==> src/rtl/pool_input_buffer.sv <==
// Pairs consecutive conv rows of one feature map and emits 2x2 max-pooled rows.
// Optional macro POOL_RELU_EN: zero pooled pixels whose sign bit is set.
module pool_input_buffer #(
  parameter int DATA_WIDTH = 32,
  parameter int ROW_PIXELS = 6,
  parameter int MAP_ROWS   = 6
) (
  input  logic                               clk,
  input  logic                               rst_n,
  input  logic                               kernel_calc_fin,
  input  logic [1:0]                         feature_idx,
  input  logic [DATA_WIDTH*ROW_PIXELS-1:0]   feature_output,
  output logic                               pool_valid,
  output logic [DATA_WIDTH*ROW_PIXELS/2-1:0] pool_out,
  output logic [1:0]                         pool_row,
  output logic [1:0]                         pool_idx,
  output logic                               map_done,
  output logic                               seq_err
);
  localparam int W   = DATA_WIDTH;
  localparam int OP  = ROW_PIXELS / 2;
  localparam int IW  = W * ROW_PIXELS;
  localparam int OW  = W * OP;
  localparam logic [1:0] LAST_ROW = 2'(MAP_ROWS / 2 - 1);

  typedef enum logic {S_EVEN, S_ODD} state_t;

  state_t          state_q, state_d;
  logic [IW-1:0]   hold_q, hold_d;
  logic [1:0]      hold_idx_q, hold_idx_d;
  logic [1:0]      last_idx_q, last_idx_d;
  logic [1:0]      cnt_q, cnt_d;
  logic            pool_valid_q, pool_valid_d;
  logic [OW-1:0]   pool_out_q, pool_out_d;
  logic [1:0]      pool_row_q, pool_row_d;
  logic [1:0]      pool_idx_q, pool_idx_d;
  logic            map_done_q, map_done_d;
  logic            seq_err_q, seq_err_d;
  logic [OW-1:0]   pooled;

  // a > b on raw float bits; +0 and -0 compare equal
  function automatic logic f_gt(input logic [W-1:0] a,
                                input logic [W-1:0] b);
    logic sa, sb;
    logic [W-2:0] ma, mb;
    sa = a[W-1];
    sb = b[W-1];
    ma = a[W-2:0];
    mb = b[W-2:0];
    if (sa != sb) f_gt = !sa && ((ma | mb) != '0);
    else if (!sa) f_gt = ma > mb;
    else          f_gt = ma < mb;
  endfunction

  always_comb begin
    logic [W-1:0] a0, a1, b0, b1, m0, m1, mx;
    pooled = '0;
    a0 = '0; a1 = '0; b0 = '0; b1 = '0;
    m0 = '0; m1 = '0; mx = '0;
    for (int j = 0; j < OP; j++) begin
      a0 = hold_q[(ROW_PIXELS-1-2*j)*W +: W];
      a1 = hold_q[(ROW_PIXELS-2-2*j)*W +: W];
      b0 = feature_output[(ROW_PIXELS-1-2*j)*W +: W];
      b1 = feature_output[(ROW_PIXELS-2-2*j)*W +: W];
      m0 = f_gt(a1, a0) ? a1 : a0;
      m1 = f_gt(b1, b0) ? b1 : b0;
      mx = f_gt(m1, m0) ? m1 : m0;
`ifdef POOL_RELU_EN
      if (mx[W-1]) mx = '0;
`endif
      pooled[(OP-1-j)*W +: W] = mx;
    end
  end

  always_comb begin
    state_d      = state_q;
    hold_d       = hold_q;
    hold_idx_d   = hold_idx_q;
    last_idx_d   = last_idx_q;
    cnt_d        = cnt_q;
    pool_valid_d = 1'b0;
    pool_out_d   = pool_out_q;
    pool_row_d   = pool_row_q;
    pool_idx_d   = pool_idx_q;
    map_done_d   = 1'b0;
    seq_err_d    = seq_err_q;
    if (kernel_calc_fin) begin
      unique case (state_q)
        S_EVEN: begin
          hold_d     = feature_output;
          hold_idx_d = feature_idx;
          state_d    = S_ODD;
          if (feature_idx != last_idx_q && cnt_q != 2'd0) begin
            cnt_d     = 2'd0;
            seq_err_d = 1'b1;
          end
        end
        S_ODD: begin
          if (feature_idx == hold_idx_q) begin
            pool_valid_d = 1'b1;
            pool_out_d   = pooled;
            pool_row_d   = cnt_q;
            pool_idx_d   = hold_idx_q;
            map_done_d   = (cnt_q == LAST_ROW);
            cnt_d        = (cnt_q == LAST_ROW) ? 2'd0 : cnt_q + 2'd1;
            last_idx_d   = hold_idx_q;
            state_d      = S_EVEN;
          end else begin
            // map switched mid-pair: held row is orphaned
            hold_d     = feature_output;
            hold_idx_d = feature_idx;
            cnt_d      = 2'd0;
            seq_err_d  = 1'b1;
          end
        end
        default: state_d = S_EVEN;
      endcase
    end
  end

  always_ff @(posedge clk) begin
    if (!rst_n) begin
      state_q      <= S_EVEN;
      hold_q       <= '0;
      hold_idx_q   <= '0;
      last_idx_q   <= '0;
      cnt_q        <= '0;
      pool_valid_q <= 1'b0;
      pool_out_q   <= '0;
      pool_row_q   <= '0;
      pool_idx_q   <= '0;
      map_done_q   <= 1'b0;
      seq_err_q    <= 1'b0;
    end else begin
      state_q      <= state_d;
      hold_q       <= hold_d;
      hold_idx_q   <= hold_idx_d;
      last_idx_q   <= last_idx_d;
      cnt_q        <= cnt_d;
      pool_valid_q <= pool_valid_d;
      pool_out_q   <= pool_out_d;
      pool_row_q   <= pool_row_d;
      pool_idx_q   <= pool_idx_d;
      map_done_q   <= map_done_d;
      seq_err_q    <= seq_err_d;
    end
  end

  assign pool_valid = pool_valid_q;
  assign pool_out   = pool_out_q;
  assign pool_row   = pool_row_q;
  assign pool_idx   = pool_idx_q;
  assign map_done   = map_done_q;
  assign seq_err    = seq_err_q;
endmodule
==> config.mk <==
export PLATFORM = sky130hd
export DESIGN_NAME = pool_input_buffer
export DESIGN_NICKNAME = d
export VERILOG_FILES = /design/src/rtl/pool_input_buffer.sv
export SDC_FILE = /design/constraint.sdc
export NUM_CORES = 1
export LEC_CHECK = 0
export CAP_MARGIN = 15
export CORE_ASPECT_RATIO = 0.5
export CORE_UTILIZATION = 50
export DETAILED_ROUTE_END_ITERATION = 10
export PLACE_DENSITY_LB_ADDON = 0.15
export SLEW_MARGIN = 10
export SYNTH_ARGS = -nofsm -noshare
export SYNTH_HDL_FRONTEND = slang
export SYNTH_SLANG_ARGS = --single-unit
==> constraint.sdc <==
create_clock -name clk -period 6.1 [get_ports clk]
set_input_delay 1.525 -clock clk [delete_from_list [all_inputs] [get_ports clk]]
set_output_delay 1.525 -clock clk [all_outputs]
set_load 0.01 [all_outputs]
Word level (Yosys, flattened, before mapping)
Index checks and enable logic that the tools add are counted.

Bits in registers: 300. Input bits: 197. Output and inout bits: 103. Logic and storage cells: 129.

Add/subtract/negate cells: 1. Order comparisons: 18. Eq/ne operators: 14. Mux-type cells: 41. Bitwise logic cells: 10. Reduce and logical (&&, ||, !) cells: 35.

Operators by type and width (number): case mux 192 bit (2 select lines) (1); 2-to-1 mux 32 bit (9); greater-than comparator 31 bit (9); less-than comparator 31 bit (9); OR 31 bit (9); nonzero test 31 bit (9); 2-to-1 mux 192 bit (1); 2-to-1 mux 1 bit (22); logical AND 1 bit (10); zero test 1 bit (9); != test 1 bit (9); AND reduction 3 bit (3); 2-to-1 mux 2 bit (4); case mux 2 bit (2 select lines) (2); != test 2 bit, second input constant (2); case mux 1 bit (2 select lines) (2); AND reduction 2 bit (2); AND reduction 4 bit (1); adder 2 x 1 -> 2 bit, second input constant (1); equality test 2 bit (1); equality test 2 bit, second input constant (1); != test 2 bit (1); nonzero test 2 bit (1); NOT 1 bit (1).

Logic depth before layout (Yosys ltp)
Gate-level depths: netlist of the first run.

Depth in word-level cells: 10. Depth in mapped cells: 28. Depth with buffers taken out: 25.

Worst setup path before layout of the first run
No wires, ideal clock.

Path type: input port to flip-flop. Start: in feature_output[94]. End: reg pool_out_q[33], in the netlist pool_out[33]. Library setup time: 0.141 ns. Arrival: 6.038 ns. Required time: 5.959 ns. Path slack: -0.079 ns. Cell stages on the path: 23. Buffers on the path: 3. Cells stage by stage: inv_1 > ha_1 > nor4_1 > nand4_1 > nand2b_1 > a31o_2 > o311ai_0 > mux2i_1 > nand2_1 > buf_1 > mux2i_1 > ha_1 > nor4_1 > nand4_1 > a21oi_1 > o31ai_1 > a21o_1 > a311oi_1 > o21bai_1 > or2_2 > buf_1 > clkbuf_1 > o221ai_1.

Longest elaborated chain between the ends: 10.

RTL lines: start, declared (line 12) `input logic [DATA_WIDTH*ROW_PIXELS-1:0] feature_output,`; parallel branches: the longest is 4 deep, another holds greater-than comparator 31 bit; 2-to-1 mux 32 bit * (line 66) `m1 = f_gt(b1, b0) ? b1 : b0;`; parallel branches: the longest is 4 deep, another holds greater-than comparator 31 bit; 2-to-1 mux 32 bit * (line 67) `mx = f_gt(m1, m0) ? m1 : m0;`; end signal, assigned (line 141) `pool_out_q <= pool_out_d;`; end, declared (line 34) `logic [OW-1:0] pool_out_q, pool_out_d;`.

Mark *: on every way between the ends. A chain may end at the register's enable or synchronous reset.

Worst setup path in the final report of the first run
Start: in feature_output[54]. End: reg pool_out_q[27], in the netlist pool_out[27].

Same word-level chain as after synthesis.

==> summary.txt, run 1 <==
Outcome
  – Outcome: finished with violations
  – Failing checks: negative setup slack

Floorplanning
  – Num ports: 300
  – Die ar.: 51800 µm²
  – Initial Utilization: 51.5%
  – Die height: 161 µm
  – Core ar.: 49400 µm²
  – Die W: between 300 and 400 µm
  – Row cnt: 57

Logic synthesis
  – Synth Net Count: approximately 3.9k
  – Mean Syn Cell Area: between 7 and 8 µm²
  – Post-synthesis sequential area ratio: 23.6%
  – Cell Area, Synth: 25400 µm²
  – Mapped Cells: 3183
  – Post-synth EDFFs: 0
  – Post-synthesis register bit count: 300
  – Synth unique cells: 60
  – Fraction of registers with async set/reset: 0%
  – Main synth FF type: dfxtp_1
  – Yosys synthesis warning count: 0

Route
  – Final ANT Viol Nets: 0
  – Routed Wire Length: between 80 and 90 mm
  – DR iter-0 viols: 1858
  – DR vias: roughly 25k
  – DR pass1 iterations: 6
  – WL/cell: ~19 µm
  – Drt via density: 5.50
  – DRC Markers: 0

Setup path
  – Worst Path Required: 6.59 ns
  – Kind of critical path: in2reg
  – Reg2Reg Setup Slack: 0.14 ns
  – CP max-delay cell: or4_4
  – Most used cell, CP: buf_4
  – R2R depth: 23
  – Worst r2r dst: pool_out[71]
  – CP arrival: 6.74 ns
  – Maximum fanout along the worst path: 8
  – Worst r2r src: hold_q[157]
  – Crit end category: flop
  – Worst setup SP type: input pin
  – CP peak stage delay: 0.53 ns

Placement
  – IO Port Bufs: 299
  – Dpl ws: -1.11 ns
  – Gpl congestion: ~0.95
  – Placed cells: 4501
  – DP HPWL: just over 60 mm

Layout
  – Commonest non-fill, non-tap cell in the layout: ha_1
  – Fill count: approximately 3.6k
  – Post-route insts no fill: ~4.6k
  – Storage element area: between 6000 and 7000 µm²
  – # nets final: 4661
  – Footprint of the multi-input gates: 19300 µm²
  – Layout cells sized above 1: 25.2%
  – Most frequent cells in the layout: ha_1 (487), inv_1 (486), buf_4 (481)
  – Layout overhead on the synthesized area: 45.5%

Clock network
  – Clk_lat worst skew: 0.61 ns
  – Clk sink count: 300
  – H-tree levels: 1
  – CTS tree: yes
  – Cts bufs inserted: 30
  – Clock Tree Root: clkbuf_16
  – Worst-path clk slew: 0.07 ns
  – Clock Path Buffers: 3

GRT
  – Wire length of the first global-routing pass: ~130 mm
  – Initial antenna violation count: 1
  – Largest net degree at the start of global routing: 221
  – Vias in the first global route: 25.1k
  – Grt ovf: 0
  – GRT Util Overall: 31.8%

Timing
  – Final setup fails: 31
  – Clk_skew: 0.0205 ns
  – Worst setup margin: -0.145 ns
  – Max-slew violations: 0
  – Unrepaired setup endpoints after global routing: yes
  – Least-Margin Pin Slew: 1.08 ns
  – Worst hold slack: ~0.47 ns
  – Minimum clock period: 6.25 ns
  – Crit share post-route: 102%
  – Slew margin rel.: 27.8%
  – Hold Fails Final Rpt: 0
  – Achievable Freq: 0.160 GHz

Hold path
  – Worst Hold Launch: pool_out[95]
  – Hold path depth: 2
  – Hold Crit Class: reg2reg
  – Hold endpoint: pool_out[95]

Pwr
  – Switching Share: between 30% and 40%
  – Internal Power: 4640 µW
  – Leakage power: 0.0172 µW
  – Comb pwr share: 40.8%
  – Final Power: 7160 µW
  – Clock share of power: 29.2%
  – Seq pwr share: 29.9%
  – Cell Pwr Density: 194 nW/µm²
  – Net switching power: 2510 µW
  – Worst VDD drop: 0.177 mV

Flow run
  – Max cap viols: 0
[layer usage]
metal / up-vias / track usage (%) / wire length (µm)
met2: 839 / 55.2 / 42600
li1: 12200 / - / -
met4: 0 / 10.5 / 3230
met1: 12100 / 39.9 / 37000
met3: 203 / 5.47 / 6050
met5: - / 0 / 0
[state kept, by name (all words and copies together), names as in the netlist, 2 cells and up]
register and count:
hold_q 192, pool_out 96, cnt_q 2, hold_idx_q 2, pool_idx 2, pool_row 2
[per-stage QoR]
stage	utilization [%]	instance area (µm²)	setup TNS, ns
2_1_floorplan	-	25400	0
3_3_place_gp	66.0	32600	-74.60
3_5_place_dp	66.0	32600	-89.41
4_1_cts	70.5	34800	0
5_1_grt	74.9	37000	-17.76
6_report	74.9	37000	-1.64
[critical path, delay by kind of cell]
kind                       cells  cell delay, ns
and+or+nand+nor                9            1.86
buffers and inverters          8            1.60
AOI/OAI and AO/OA              4            0.72
muxes                          2            0.50
adders and majority gates      2            0.48
[power by group through the flow]
stage | clock network, µW | logic, µW | registers, µW
after CTS | 2110 | 2580 | 2140
final | 2090 | 2920 | 2140
after global routing | 2190 | 3150 | 2150
after global placement | 0 | 2320 | 2180
after floorplan | 0 | 1270 | 2160
after detailed placement | 0 | 2350 | 2180
[cells by family after synthesis]
family                     after synthesis  share of synthesized area [%]
adders and majority gates              557                           27.4
and+or+nand+nor                        900                           16.3
DFF                                    300                           23.6
buffers and inverters                  697                           10.3
muxes                                  160                           6.36
AOI/OAI and AO/OA                      565                           15.7
xor gates and xnor gates                 4                          0.138
[worst max-delay path by stage]
stage | start | to
after CTS | feature_output[1] | pool_out[9]
after global placement | feature_output[118] | pool_out[53]
after floorplan | feature_output[182] | pool_out[94]
after detailed placement | feature_output[113] | pool_out[53]
after global routing | feature_output[60] | pool_out[27]
final | feature_output[54] | pool_out[27]
[area by class of cell]
class | instances | area share [%]
diodes | 1 | 0.00677
multi-input cells | 2187 | 52.3
clock buffers | 41 | 2.36
inverters | 560 | 5.71
flip-flops and latches | 300 | 16.3
repair buffers | 828 | 20.6
well taps | 678 | 2.30
clock inverters | 13 | 0.528
[synth_stat cells (3+ instances only)]
cell type	n	area [µm²]
buf_2	9	45.0
o311ai_1	30	263
ha_1	557	6970
a22oi_1	3	22.5
or4_1	5	37.5
buf_1	7	26.3
nor4b_1	7	61.3
nand4b_1	3	26.3
nand2b_1	15	93.8
a221o_1	4	40.0
nor2b_1	29	181
and3_1	3	18.8
o31ai_1	6	45.0
a221oi_1	5	43.8
o221ai_1	64	561
a211oi_1	4	30.0
clkbuf_1	121	454
o41ai_1	3	26.3
a31oi_1	7	43.8
a21oi_1	105	526
nor3b_1	4	30.0
o31a_1	3	26.3
inv_1	560	2100
a2111oi_0	4	35.0
nor2_1	74	278
nand3_1	141	706
nand2_1	458	1720
dfxtp_1	300	6010
o21ai_0	59	295
and2_1	5	31.3
or3_1	4	25.0
nor4_1	56	350
nand4_1	74	463
a21o_1	4	30.0
mux2i_1	159	1590
o21bai_1	43	323
nor3_1	18	90.1
o22ai_1	3	18.8
a21boi_0	199	1490
[repair_timing]
action / in CTS / in global routing
buffers inserted: 20 / 20
endpoints found under the setup margin: 92 / 93
hold buffers: 0 / 0
pin swaps: 49 / 110
gates resized for setup: 226 / 462
gates cloned: 10 / 5
Power figures use the tool's default switching activity.
==> run 2, diff against run 1 <==
--- a/config.mk
+++ b/config.mk
@@ -5,8 +5,10 @@
 export SDC_FILE = /design/constraint.sdc
 export NUM_CORES = 1
 export LEC_CHECK = 0
+export ABC_AREA = 0
 export CAP_MARGIN = 15
 export CORE_ASPECT_RATIO = 0.5
+export CORE_MARGIN = 5
 export CORE_UTILIZATION = 50
 export DETAILED_ROUTE_END_ITERATION = 10
 export PLACE_DENSITY_LB_ADDON = 0.15
==> summary.txt, run 2 (same netlist as run 1, synthesis figures left out) <==
Outcome
  – Outcome: finished with violations
  – Failing checks: negative setup slack

GRT
  – Largest net degree at the start of global routing: 240 (+8.6%)
  – Vias in the first global route: 25.0k (-0.68%)
  – Wire length of the first global-routing pass: 133 mm (+1.6%)
  – Grt ovf: 0 (unchanged)
  – GRT Util Overall: 29.6% (-2.2 points)
  – Initial antenna violation count: 0 (-1)

Timing
  – Minimum clock period: 6.15 ns (-0.0929 ns)
  – Max-slew violations: 0 (unchanged)
  – Worst setup margin: -0.0521 ns (+0.0929 ns)
  – Least-Margin Pin Slew: 0.999 ns (-0.0842 ns)
  – Hold Fails Final Rpt: 0 (unchanged)
  – Slew margin rel.: 33.4% (+5.6 points)
  – Setup TNS: -0.534 ns (+1.11 ns)
  – Achievable Freq: 0.163 GHz (+1.5%)
  – Unrepaired setup endpoints after global routing: yes
  – Clk_skew: 0.0220 ns (+0.00154 ns)
  – Final setup fails: 35 (+13%)
  – Crit share post-route: 101% (-1.5 points)

Route
  – DR vias: 25.6k (+0.95%)
  – DR pass1 iterations: 7 (+1)
  – Final ANT Viol Nets: 0 (unchanged)
  – Drt via density: 5.53 (+0.47%)
  – Routed Wire Length: 90.9 mm (+2.3%)
  – DR iter-0 viols: 1952 (+5.1%)
  – DRC Markers: 0 (unchanged)
  – WL/cell: 19.6 µm (+1.9%)

Hold path
  – Hold Crit Class: reg2reg
  – Worst Hold Launch: pool_row[1]
  – Hold endpoint: pool_row[1]
  – Hold path depth: 2 (unchanged)

Clock network
  – Clk_lat worst skew: 0.61 ns (about the same)
  – Clock Tree Root: clkbuf_16
  – Clock Path Buffers: 3 (unchanged)
  – Cts bufs inserted: 30 (unchanged)
  – H-tree levels: 1 (unchanged)
  – CTS tree: yes
  – Clk sink count: 300 (unchanged)
  – Worst-path clk slew: 0.07 ns (about the same)

Flow run
  – Max cap viols: 0 (unchanged)

Floorplanning
  – Die height: 169 µm (+5.0%)
  – Row cnt: 58 (+1.8%)
  – Core ar.: 50200 µm² (+1.8%)
  – Die W: 329 µm (+2.5%)
  – Initial Utilization: 50.6% (-0.89 points)
  – Die ar.: 55700 µm² (+7.6%)
  – Num ports: 300 (unchanged)

Pwr
  – Final Power: 7230 µW (+0.98%)
  – Leakage power: 0.0175 µW (+1.7%)
  – Worst VDD drop: 0.160 mV (-9.6%)
  – Cell Pwr Density: 193 nW/µm² (-0.24%)

Layout
  – Layout overhead on the synthesized area: 47.3%
  – Final core occ: 74.5% (-0.39 points)
  – Largest register FFs: 192 (unchanged)
  – Layout cells sized above 1: 26.6% (+1.4 points)
  – Post-route insts no fill: 4630 (+0.48%)
  – Commonest non-fill, non-tap cell in the layout: buf_4
  – # nets final: 4671 (+0.21%)
  – Register with the most flip-flops: hold_q
  – Most frequent cells in the layout: buf_4 (484), ha_1 (471), inv_1 (457)

Setup path
  – Maximum fanout along the worst path: 10 (+2)
  – CP arrival: 6.66 ns (-0.08 ns)
  – Worst setup SP type: input pin
  – Reg2Reg Setup Slack: 0.07 ns (-0.07 ns)
  – Worst r2r dst: pool_out[80]
  – Crit end category: flop
  – Kind of critical path: in2reg
  – Worst Path Required: 6.61 ns (+0.02 ns)
  – R2R depth: 23 (unchanged)
  – Worst r2r src: hold_q[154]

Placement
  – IO Port Bufs: 299 (unchanged)
  – Gpl congestion: 0.949 (about the same)
  – Dpl ws: -1.15 ns (-0.0333 ns)
  – Placed cells: 4508 (+0.16%)
  – DP HPWL: 63.2 mm (+1.6%)
==> run 2: changes by cell type in the layout (fill, tap and decap cells not counted), sizes merged, moves of 2 or more <==
cell	change
bufinv	-2
dlygate4sd2	+14
clkdlybuf4s50	-30
buf	+9
clkinvlp	+3
bufbuf	+2
dlymetal6s2s	+14
==> run 2: critical path, cell delays in order <==
cell and delay (ns):
clkdlybuf4s50_1 0.44, inv_2 0.11, ha_2 0.25, nand4_1 0.17
nor4_2 0.42, buf_4 0.18, a21oi_1 0.11, a41o_1 0.26
a21o_4 0.26, bufbuf_16 0.29, nand2_1 0.07, o21ai_0 0.11
buf_4 0.16, inv_1 0.05, ha_1 0.20, nand4_1 0.15
nor4_1 0.33, nand2_1 0.13, nand3_1 0.15, nand3_2 0.14
a311oi_4 0.36, o21ai_4 0.20, buf_6 0.18, clkbuf_16 0.16
o311ai_2 0.26
==> run 2: metal layers <==
layer	up-vias	wire (µm)	GRT usage, %
met4	0	3180	8.60
met2	848	44300	52.7
met3	192	5460	3.91
met1	12300	38000	37.9
li1	12200	-	-
met5	-	0	0
==> run 2: worst max path at each step <==
stage / start / cells past startpoint / endpoint / slack, ns
after floorplan: feature_output[182] / 23 / pool_out[94] / 0.009
after global placement: feature_output[117] / 26 / pool_out[38] / -1.15
after detailed placement: feature_output[123] / 27 / pool_out[32] / -1.15
after CTS: feature_output[34] / 32 / pool_out[3] / 0.0005
after global routing: feature_output[186] / 25 / pool_out[65] / -0.24
final: feature_output[186] / 25 / pool_out[65] / -0.05
==> run 2: metrics by stage <==
step	hold WS (ns)	instance area [µm²]
6_report	0.469	37400
5_1_grt	0.507	37400
4_1_cts	0.471	35300
3_5_place_dp	0.461	32600
3_3_place_gp	0.458	32600
2_1_floorplan	0.456	25400
==> run 2: cell type report <==
cell class              instances  area [µm²]
clock buffers                  40         870
well taps                     690         863
clock inverters                14         165
inverters                     560        2120
flip-flops and latches        300        6010
repair buffers                838        7760
multi-input cells            2187       19600
fillers                      3680       12800
diodes                          1        2.50
==> run 2: report_power, final <==
part           switching, µW  total (µW)  internal (µW)  leakage [µW]
Sequential              90.9        2140           2050       0.00245
Combinational           1580        3040           1460        0.0145
Clock                    915        2040           1130      0.000496
Total                   2590        7230           4640        0.0175
==> run 2: timing repair <==
item	4_1_cts	5_1_grt
setup buffers	34	19
pin swaps	58	105
gates resized for setup	288	500
setup endpoints to repair	93	93
hold buffers	0	0
gates cloned	14	5
